--- src/rtl/regfile_sweep.sv ---
// regfile_sweep: DATA_W x DEPTH register array with one synchronous write
// port, one registered read port, a hardware clear sweep after reset or on
// request, and out-of-range address flagging on both ports.
//
// Optional feature (define REGFILE_SWEEP_PARITY_EN):
//   - Each entry carries an even-parity bit.
//   - i_par_inj corrupts the stored parity on a write.
//   - o_rd_perr flags a mismatch alongside o_rd_valid.
//
// States:
//   ST_CLEAR | sweeping entry r_cnt to zero, all port activity ignored
//   ST_RUN   | normal read/write operation

module regfile_sweep #(
    parameter int DATA_W = 8,
    parameter int DEPTH  = 11,
    parameter int ADDR_W = 4
) (
    input  logic              i_clk,
    input  logic              i_rst,
    input  logic              i_clr_req,
    output logic              o_busy,
    input  logic              i_wr_en,
    input  logic [ADDR_W-1:0] i_wr_addr,
    input  logic [DATA_W-1:0] i_wr_data,
    input  logic              i_rd_req,
    input  logic [ADDR_W-1:0] i_rd_addr,
`ifdef REGFILE_SWEEP_PARITY_EN
    input  logic              i_par_inj,
    output logic              o_rd_perr,
`endif
    output logic              o_rd_valid,
    output logic [DATA_W-1:0] o_rd_data,
    output logic              o_addr_err
);

    // DEPTH may equal 2**ADDR_W, so the range compare needs one extra bit.
    localparam logic [ADDR_W:0]   LP_DEPTH = (ADDR_W+1)'(DEPTH);
    localparam logic [ADDR_W-1:0] LP_LAST  = ADDR_W'(DEPTH - 1);
    localparam logic [ADDR_W-1:0] LP_ONE   = ADDR_W'(1);

    typedef enum logic {
        ST_CLEAR = 1'b0,
        ST_RUN   = 1'b1
    } state_t;

    state_t              r_state;
    state_t              w_state_nxt;
    logic [ADDR_W-1:0]   r_cnt;
    logic [ADDR_W-1:0]   w_cnt_nxt;

    logic                w_clearing;
    logic                w_run;
    logic                w_wr_in;
    logic                w_rd_in;
    logic                w_do_wr;
    logic                w_do_rd;
    logic                w_err;

    logic [DATA_W-1:0]   r_mem [DEPTH];
    logic                r_rd_valid;
    logic [DATA_W-1:0]   r_rd_data;
    logic                r_addr_err;

    // State register: reset forces a fresh sweep from entry 0.
    always_ff @(posedge i_clk or posedge i_rst) begin
        if (i_rst) begin
            r_state <= ST_CLEAR;
            r_cnt   <= '0;
        end else begin
            r_state <= w_state_nxt;
            r_cnt   <= w_cnt_nxt;
        end
    end

    // Next-state logic: sweep one entry per cycle, clr_req only honoured in RUN.
    always_comb begin
        w_state_nxt = r_state;
        w_cnt_nxt   = r_cnt;
        case (r_state)
            ST_CLEAR: begin
                if (r_cnt == LP_LAST) begin
                    w_state_nxt = ST_RUN;
                    w_cnt_nxt   = '0;
                end else begin
                    w_cnt_nxt = r_cnt + LP_ONE;
                end
            end
            ST_RUN: begin
                if (i_clr_req) begin
                    w_state_nxt = ST_CLEAR;
                    w_cnt_nxt   = '0;
                end
            end
            default: begin
                w_state_nxt = ST_CLEAR;
                w_cnt_nxt   = '0;
            end
        endcase
    end

    // Output/decode logic: port activity qualified by RUN, addresses compared at full width.
    always_comb begin
        w_clearing = (r_state == ST_CLEAR);
        w_run      = (r_state == ST_RUN);
        o_busy     = w_clearing;
        w_wr_in    = ({1'b0, i_wr_addr} < LP_DEPTH);
        w_rd_in    = ({1'b0, i_rd_addr} < LP_DEPTH);
        w_do_wr    = w_run & i_wr_en & w_wr_in;
        w_do_rd    = w_run & i_rd_req;
        w_err      = w_run & ((i_wr_en & ~w_wr_in) | (i_rd_req & ~w_rd_in));
    end

    // Storage: the sweep owns the array while clearing; otherwise the write port does.
    always_ff @(posedge i_clk) begin
        if (w_clearing) begin
            r_mem[r_cnt] <= '0;
        end else if (w_do_wr) begin
            r_mem[i_wr_addr] <= i_wr_data;
        end
    end

    // Read port: registered, sees the pre-write contents on a same-address collision.
    always_ff @(posedge i_clk or posedge i_rst) begin
        if (i_rst) begin
            r_rd_valid <= 1'b0;
            r_rd_data  <= '0;
            r_addr_err <= 1'b0;
        end else begin
            r_rd_valid <= w_do_rd;
            r_addr_err <= w_err;
            if (w_do_rd) begin
                r_rd_data <= w_rd_in ? r_mem[i_rd_addr] : '0;
            end
        end
    end

    assign o_rd_valid = r_rd_valid;
    assign o_rd_data  = r_rd_data;
    assign o_addr_err = r_addr_err;

`ifdef REGFILE_SWEEP_PARITY_EN
    logic r_par [DEPTH];
    logic r_rd_perr;

    // Parity storage: even parity over the data, optionally inverted for fault injection.
    always_ff @(posedge i_clk) begin
        if (w_clearing) begin
            r_par[r_cnt] <= 1'b0;
        end else if (w_do_wr) begin
            r_par[i_wr_addr] <= (^i_wr_data) ^ i_par_inj;
        end
    end

    // Parity check: pulses with rd_valid, never on out-of-range reads.
    always_ff @(posedge i_clk or posedge i_rst) begin
        if (i_rst) begin
            r_rd_perr <= 1'b0;
        end else if (w_do_rd && w_rd_in) begin
            r_rd_perr <= ((^r_mem[i_rd_addr]) != r_par[i_rd_addr]);
        end else begin
            r_rd_perr <= 1'b0;
        end
    end

    assign o_rd_perr = r_rd_perr;
`endif

endmodule

--- config.mk ---
export PLATFORM = sky130hd
export DESIGN_NAME = regfile_sweep
export DESIGN_NICKNAME = d
export VERILOG_FILES = /design/src/rtl/regfile_sweep.sv
export SDC_FILE = /design/constraint.sdc
export NUM_CORES = 1
export LEC_CHECK = 0
export ABC_AREA = 1
export CAP_MARGIN = 20
export CORE_MARGIN = 5
export CORE_UTILIZATION = 45
export DETAILED_ROUTE_END_ITERATION = 8
export PLACE_DENSITY = 0.73
export REMOVE_ABC_BUFFERS = 1
export SYNTH_ARGS = -nofsm -noshare
export SYNTH_HDL_FRONTEND = slang
export SYNTH_SLANG_ARGS = --single-unit
--- constraint.sdc ---
create_clock -name i_clk -period 2.27 [get_ports i_clk]
set_clock_uncertainty 0.1 [all_clocks]
set_input_delay 0.5675 -clock i_clk [delete_from_list [all_inputs] [get_ports i_clk]]
set_output_delay 0.5675 -clock i_clk [all_outputs]
set_load 0.01 [all_outputs]
==> results of run 1 <==
==> per-layer routing <==
| metal | global-route usage | part of all wire | wire [µm] |
|---|---|---|---|
| met5 | 0 | 0 | 0 |
| met4 | 0.05434 | 0.019 | 194 |
| met3 | 0.03111 | 0.060 | 621 |
| met2 | 0.2973 | 0.50 | 5228 |
| met1 | 0.2290 | 0.42 | 4327 |
==> critical path: cells and delay by family <==
family	cells	cell delay (ns)
buffers and inverters	4	0.84
AND/OR/NAND/NOR	6	0.68
==> final timing paths <==
path | from | end | slack, ns | cells after the start
worst max-delay path | i_wr_addr[2] | r_mem[7][1]$_DFFE_PP_ | 0.13 | 10
worst min-delay path | o_rd_data[6]$_DFFE_PP0P_ | o_rd_data[6]$_DFFE_PP0P_ | 0.38 | 2
worst max register to register | r_state$_DFF_PP0_ | r_mem[7][1]$_DFFE_PP_ | 0.43 | 8
worst min register to register | o_rd_data[6]$_DFFE_PP0P_ | o_rd_data[6]$_DFFE_PP0P_ | 0.38 | 2
max in group asynchronous | i_rst | o_rd_data[3]$_DFFE_PP0P_ | 1.20 | 2
min in group asynchronous | i_rst | r_state$_DFF_PP0_ | 0.45 | 2
==> through the flow <==
stage	area [µm²]	total power [mW]	setup slack, ns	hold slack [ns]
5_1_grt	5464	5.745	-0.01207	0.4138
3_3_place_gp	5224	4.246	-0.2546	0.3638
3_5_place_dp	5224	4.311	-0.3301	0.3640
6_report	5464	5.430	0.1329	0.3845
4_1_cts	5404	5.347	0.01983	0.3887
2_1_floorplan	4518	3.619	0.2251	0.3690
==> timing repair <==
| action | 4_1_cts | 5_1_grt |
|---|---|---|
| setup buffers | 0 | 0 |
| gates resized for setup | 0 | 19 |
| endpoints found under the setup margin | 0 | 100 |
| endpoints found under the hold margin | 0 | 0 |
==> power breakdown <==
group          switching (mW)  leakage (nW)  total (mW)  internal (mW)
combinational           0.964          1.35        1.58          0.612
sequential              0.177         0.996        2.79           2.61
clock                   0.629        0.0974        1.07          0.436
total                    1.77          2.44        5.43           3.66
==> cells in the final DEF (no fill, tap or decap), drive strengths merged <==
cell type	instances
a21oi	16
buf	30
clkbuf	10
clkdlybuf4s50	30
clkinv	4
dfrtp	15
dlymetal6s2s	1
edfxtp	88
ha	2
inv	89
nand2	146
nand3	51
nand3b	1
nor2	19
o211ai	8
o21ai	3
o22ai	4
or2	9
xnor2	1
xor2	1
==> logic make-up after synthesis <==
| group | count (synthesis) | synth area share |
|---|---|---|
| xor+xnor | 2 | 0.003809 |
| compound gates | 31 | 0.03917 |
| buf+inv | 103 | 0.08868 |
| flops | 103 | 0.6561 |
| simple gates | 226 | 0.2067 |
| fa+ha+maj | 2 | 0.005440 |
==> cell type report <==
class | instances | area, µm²
multi-input cells | 261 | 1231
well taps | 136 | 170.2
clock buffers | 10 | 137.6
fillers | 869 | 4674
repair buffers | 61 | 538.0
inverters | 87 | 326.6
flip-flops and latches | 103 | 3018
clock inverters | 6 | 42.54
==> state kept, by name, indices dropped and copies added (netlist names) <==
name	cells
r_state	1
o_addr_err	1
r_cnt	4
r_mem	88
o_rd_valid	1
o_rd_data	8
==> results.txt, run 1 <==
----------------------------------------------------
[Run status]
  Outcome ... finished clean

[Setup path]
  Cell with the largest stage delay on the worst path ... clkdlybuf4s50_1
  Largest fanout of any net on the critical path ... 9
  CP Launch Type ... input pin
  WP data required ... 2.23 ns
  Delay of the slowest critical-path stage ... 0.42 ns
  Signal arrival time at the worst endpoint ... 2.10 ns
  Ordered list of cells on the worst path ... clkdlybuf4s50_1 -> inv_1 -> nand2_1 -> nand2_2 -> nand2_4 -> buf_4 -> nand2_1 -> nand3_4 -> nor2_2 -> buf_4
  CP Class ... in2reg
  Worst Setup End Kind ... flop

[Layout]
  Area Growth Syn to Fin ... 18.80%
  Filler-free cell count of the finished design ... 664
  Share of final-layout standard cells stronger than drive strength 1 ... 0.1420
  Number of nets at the end of the flow ... 546
  Share of the core filled with cells ... 0.5389
  Antenna diode count ... 0

[Clock network]
  Clock sink total ... 103
  Maximum level of the CTS H-tree ... 3
  Clock Latency Late Sink ... 0.37 ns
  CTS root buffer ... clkbuf_8
  Clock-pin slew reported for the worst setup and hold paths after clock tree synthesis ... 0.10 ns
  Buffers from clock root to sink, at most ... 2
  CTS tree ... done
  Number of CTS-inserted buffers ... 9
  Total of hold buffers inserted after clock tree synthesis ... 0

[Die]
  Floorplan row count ... 37
  Area inside the core boundary ... 10140 µm²
  Die Wd ... 111.1 µm
  Boundary Pins ... 32
  Die boundary height ... 111.1 µm
  Die area ... 12340 µm²
  Initial cell density of the core ... 0.4537

[Logic synthesis]
  List of most frequent post-synthesis cells ... nand2_1 (143), edfxtp_1 (88), inv_1 (85)
  Cell with the most instances after synthesis ... nand2_1
  Count of synthesis-stage warnings from yosys ... 0
  EDFF count, synth ... 88
  Mean instance size in the synthesized netlist ... 9.849 µm²
  Ranking of synthesized cells by area ... edfxtp_1 (57%), nand2_1 (12%), dfrtp_1 (8.2%), inv_1 (6.9%), nand3_1 (5.5%)
  Fraction of synthesized cell area taken by the top area cell type ... 0.5745
  Number of flip-flops and latches in the synthesized netlist ... 103
  Most frequently used flop master after synthesis ... edfxtp_1
  Synth cell types ... 23
  Post-synth design cell area ... 4599 µm²
  Synth async-reset ratio ... 0.1456
  Synth Instances ... 467
  Part of the Yosys area used for sequential elements ... 0.6561
  Cell type with the highest aggregate area in the netlist ... edfxtp_1

[Placement]
  HPWL after detailed placement ... 7335 µm
  Count of buffers from port buffering ... 31
  Placed cells ... 648
  Routability congestion estimate from global placement ... 0.8840

[Drt]
  Ratio of routed vias to standard cells ... 4.989
  Drt wl/cell ... 15.62 µm
  Post-DRT Antenna Nets ... 0
  Iteration-0 DRC count of the detailed router ... 237
  DRC Markers ... 0
  Detailed-route via count ... 3313
  Post-detailed-routing wire length ... 10370 µm
  1st-pass router iterations ... 5

[Timing]
  Post-layout minimum cycle time ... 2.137 ns
  Final max-slew violation count ... 0
  Tcrit/Tclk final ... 0.9415
  Worst Tran Pin Value ... 0.9355 ns
  Finish-stage setup viols ... 0
  Remaining max-slew budget at the tightest pin ... 0.3740
  Endpoints failing hold ... 0
  Setup TNS ... 0 ns
  Fmax achieved ... 467.9 MHz

[Power and ir drop]
  P_leak ... 2.440 nW
  PwrDens ... 993.8 nW/µm²
  Worst voltage drop across the vdd grid ... 0.6153 mV

[Global route]
  Total global routing track utilization ... 0.1749
  Sum of overflow across all layers after global routing ... 0
  Via count of the first global-routing pass ... 3315
  Pin count of the biggest net entering global routing ... 41
  Antenna violations before repair ... 0
  First-pass GRT wire length ... 16880 µm

[Job]
  Max-cap check violation count ... 0

[Hold path]
  Classification of the worst-slack hold path ... reg2reg

----------------------------------------------------
Power figures use the tool's default switching activity.
==> run 2: changes to the inputs <==
--- a/config.mk
+++ b/config.mk
@@ -12,6 +12,7 @@
 export DETAILED_ROUTE_END_ITERATION = 8
 export PLACE_DENSITY = 0.73
 export REMOVE_ABC_BUFFERS = 1
+export SETUP_SLACK_MARGIN = 0.4
 export SYNTH_ARGS = -nofsm -noshare
 export SYNTH_HDL_FRONTEND = slang
 export SYNTH_SLANG_ARGS = --single-unit
==> run 2 against run 1 <==
Global-route usage increased by 0.85 points. Setup slack improved by 0.30 ns. Final area increased by 6.2%. Clock-buffer cell count unchanged. Critical path depth unchanged. Flip-flop and latch count unchanged. Via count increased by 4.3%. Cell count increased by 1.5%. Hold slack got worse by 0.0048 ns. Combinational power increased by 23%. Sequential share of layout area decreased by 3.2 points. Maximum frequency increased by 16%.
==> results.txt, run 2 (synthesized netlist as in run 1, its figures left out) <==
----------------------------------------------------
[Die]
  Die Wd ... 111.1 µm
  Die area ... 12340 µm²
  Boundary Pins ... 32
  Floorplan row count ... 37
  Initial cell density of the core ... 0.4537
  Area inside the core boundary ... 10140 µm²
  Die boundary height ... 111.1 µm

[Hold path]
  Worst Hold Path Cells ... 2
  Hold-critical path endpoint ... o_rd_data[6]$_DFFE_PP0P_
  HP Start ... o_rd_data[6]$_DFFE_PP0P_
  Classification of the worst-slack hold path ... reg2reg

[Timing]
  Unrepaired setup endpoints after global routing ... true
  Finish-stage setup viols ... 0
  Post-layout minimum cycle time ... 1.836 ns
  Min setup slack post-route ... 0.4336 ns
  Final hold slack ... 0.3797 ns
  Remaining max-slew budget at the tightest pin ... 0.4973
  Final max-slew violation count ... 0
  Fmax achieved ... 544.5 MHz
  Endpoints failing hold ... 0
  Worst Tran Pin Value ... 0.7512 ns
  Tcrit/Tclk final ... 0.8090

[Layout]
  Share of final-layout standard cells stronger than drive strength 1 ... 0.2193
  Area Growth Syn to Fin ... 26.20%
  Leading cell types in the layout, fill and taps excluded ... nand2_1 (126), edfxtp_1 (88), inv_1 (80)
  Number of flip-flops in the largest register ... 88
  Antenna diode count ... 0
  Number of nets at the end of the flow ... 556
  Most common library cell in the layout ignoring fill and taps ... nand2_1
  Register bank with the most flops ... r_mem

[Clock network]
  CTS root buffer ... clkbuf_8
  CTS tree ... done
  Total of hold buffers inserted after clock tree synthesis ... 0
  Clock Latency Late Sink ... 0.37 ns
  Clock-pin slew reported for the worst setup and hold paths after clock tree synthesis ... 0.11 ns
  Clock sink total ... 103
  Number of CTS-inserted buffers ... 9
  Buffers from clock root to sink, at most ... 2
  Maximum level of the CTS H-tree ... 3

[Global route]
  Antenna violations before repair ... 0
  Sum of overflow across all layers after global routing ... 0
  First-pass GRT wire length ... 17640 µm
  Total global routing track utilization ... 0.1834
  Via count of the first global-routing pass ... 3432
  Pin count of the biggest net entering global routing ... 41

[Job]
  Max-cap check violation count ... 0

[Setup path]
  CP Launch Type ... flop
  Timing startpoint of the critical path ... r_state$_DFF_PP0_
  Reg2Reg Capture Point ... r_mem[4][2]$_DFFE_PP_
  CP Class ... reg2reg
  Critical path buffer and inverter count ... 4
  Critical Path Most Common Cell ... nand2_4
  Ordered list of cells on the worst path ... nand2_2 -> inv_4 -> nand2_4 -> buf_8 -> nand2_2 -> nand2_4 -> inv_4 -> nand2_4 -> nor2_2 -> buf_6
  Worst-case register-to-register setup slack ... 0.43 ns
  Cell family with most CP delay ... simple AND/OR/NAND/NOR gates
  Delay of the slowest critical-path stage ... 0.41 ns
  Reg-to-Reg Start ... r_state$_DFF_PP0_
  Cells on worst reg2reg path ... 10
  WP data required ... 2.24 ns
  Cell with the largest stage delay on the worst path ... dfrtp_1
  Largest fanout of any net on the critical path ... 8
  Worst Setup End Kind ... flop
  Signal arrival time at the worst endpoint ... 1.81 ns

[Drt]
  Ratio of routed vias to standard cells ... 5.125
  Post-DRT Antenna Nets ... 0
  DRC Markers ... 0
  Iteration-0 DRC count of the detailed router ... 224
  Post-detailed-routing wire length ... 11190 µm
  1st-pass router iterations ... 5
  Detailed-route via count ... 3454
  Drt wl/cell ... 16.60 µm

[Placement]
  HPWL after detailed placement ... 7335 µm
  Routability congestion estimate from global placement ... 0.8840
  Count of buffers from port buffering ... 31
  Worst Setup Slack post-DPL ... -0.3301 ns

[Power and ir drop]
  Worst voltage drop across the vdd grid ... 0.6891 mV
  PwrDens ... 1002 nW/µm²
  P_leak ... 2.584 nW

[Run status]
  Outcome ... finished clean

----------------------------------------------------
[run 2: cell types whose count changed in the layout (fill, tap and decap cells not counted), moves of 3 or more]
| cell | previous run | this run |
|---|---|---|
| nand2_1 | 136 | 126 |
| nor2_4 | 0 | 6 |
| clkdlybuf4s50_1 | 30 | 14 |
| clkbuf_2 | 0 | 3 |
| buf_4 | 30 | 22 |
| dlygate4sd2_1 | 0 | 12 |
| nand2_4 | 1 | 8 |
| nor2_2 | 4 | 11 |
| buf_6 | 0 | 14 |
| nand2_8 | 0 | 3 |
| inv_1 | 83 | 80 |
| nor2_1 | 15 | 2 |
[run 2: how the worst max path moves through the flow]
| stage | endpoint | cells after the start | slack [ns] |
|---|---|---|---|
| final | r_mem[4][2]$_DFFE_PP_ | 10 | 0.43 |
| after floorplan | r_mem[0][0]$_DFFE_PP_ | 9 | 0.23 |
| after CTS | o_busy | 3 | 0.29 |
| after global placement | r_mem[6][0]$_DFFE_PP_ | 11 | -0.25 |
| after global routing | r_mem[2][5]$_DFFE_PP_ | 9 | 0.34 |
| after detailed placement | r_mem[7][0]$_DFFE_PP_ | 11 | -0.33 |
[run 2: timing repair]
| action | CTS | global route |
|---|---|---|
| pin swaps | 13 | 13 |
| buffers inserted | 8 | 0 |
| resized for setup | 57 | 64 |
| setup endpoints to repair | 195 | 117 |
| cloned | 1 | 1 |
[run 2: cell type report]
cell class,instances,area [µm²]
clock buffer,10,137.6
clock inverter,6,42.54
fill,818,4334
inverter,87,336.6
multi-input combinational,262,1424
sequential,103,3018
tap,136,170.2
timing repair buffer,70,675.6
[run 2: where the power goes]
part           switching, mW  leakage [nW]  internal, mW
combinational           1.20          1.49         0.747
clock                  0.634        0.0974         0.436
sequential             0.185         0.996          2.61
total                   2.02          2.58          3.80
[run 2: through the flow]
stage	power (mW)	TNS, ns	instance area, µm²	utilization	cells
3_3_place_gp	4.246	-32.31	5224	0.5152	648
2_1_floorplan	3.619	0	4518	-	451
5_1_grt	6.129	0	5804	0.5725	674
6_report	5.817	0	5804	0.5725	674
4_1_cts	5.499	0	5574	0.5498	673
3_5_place_dp	4.311	-38.66	5224	0.5152	648
[run 2: worst min-delay path: stages, from the launching register on]
cell	delay, ns
dfrtp_1	0.35
nand2_1	0.05
nand2_1	0.05
[run 2: routing by layer]
layer	vias to the layer above	routed length (µm)	GRT usage
met5	-	0	0
met1	1636	4483	0.2383
met4	0	325	0.06326
met3	25	733	0.03657
met2	160	5645	0.3078
li1	1633	-	-
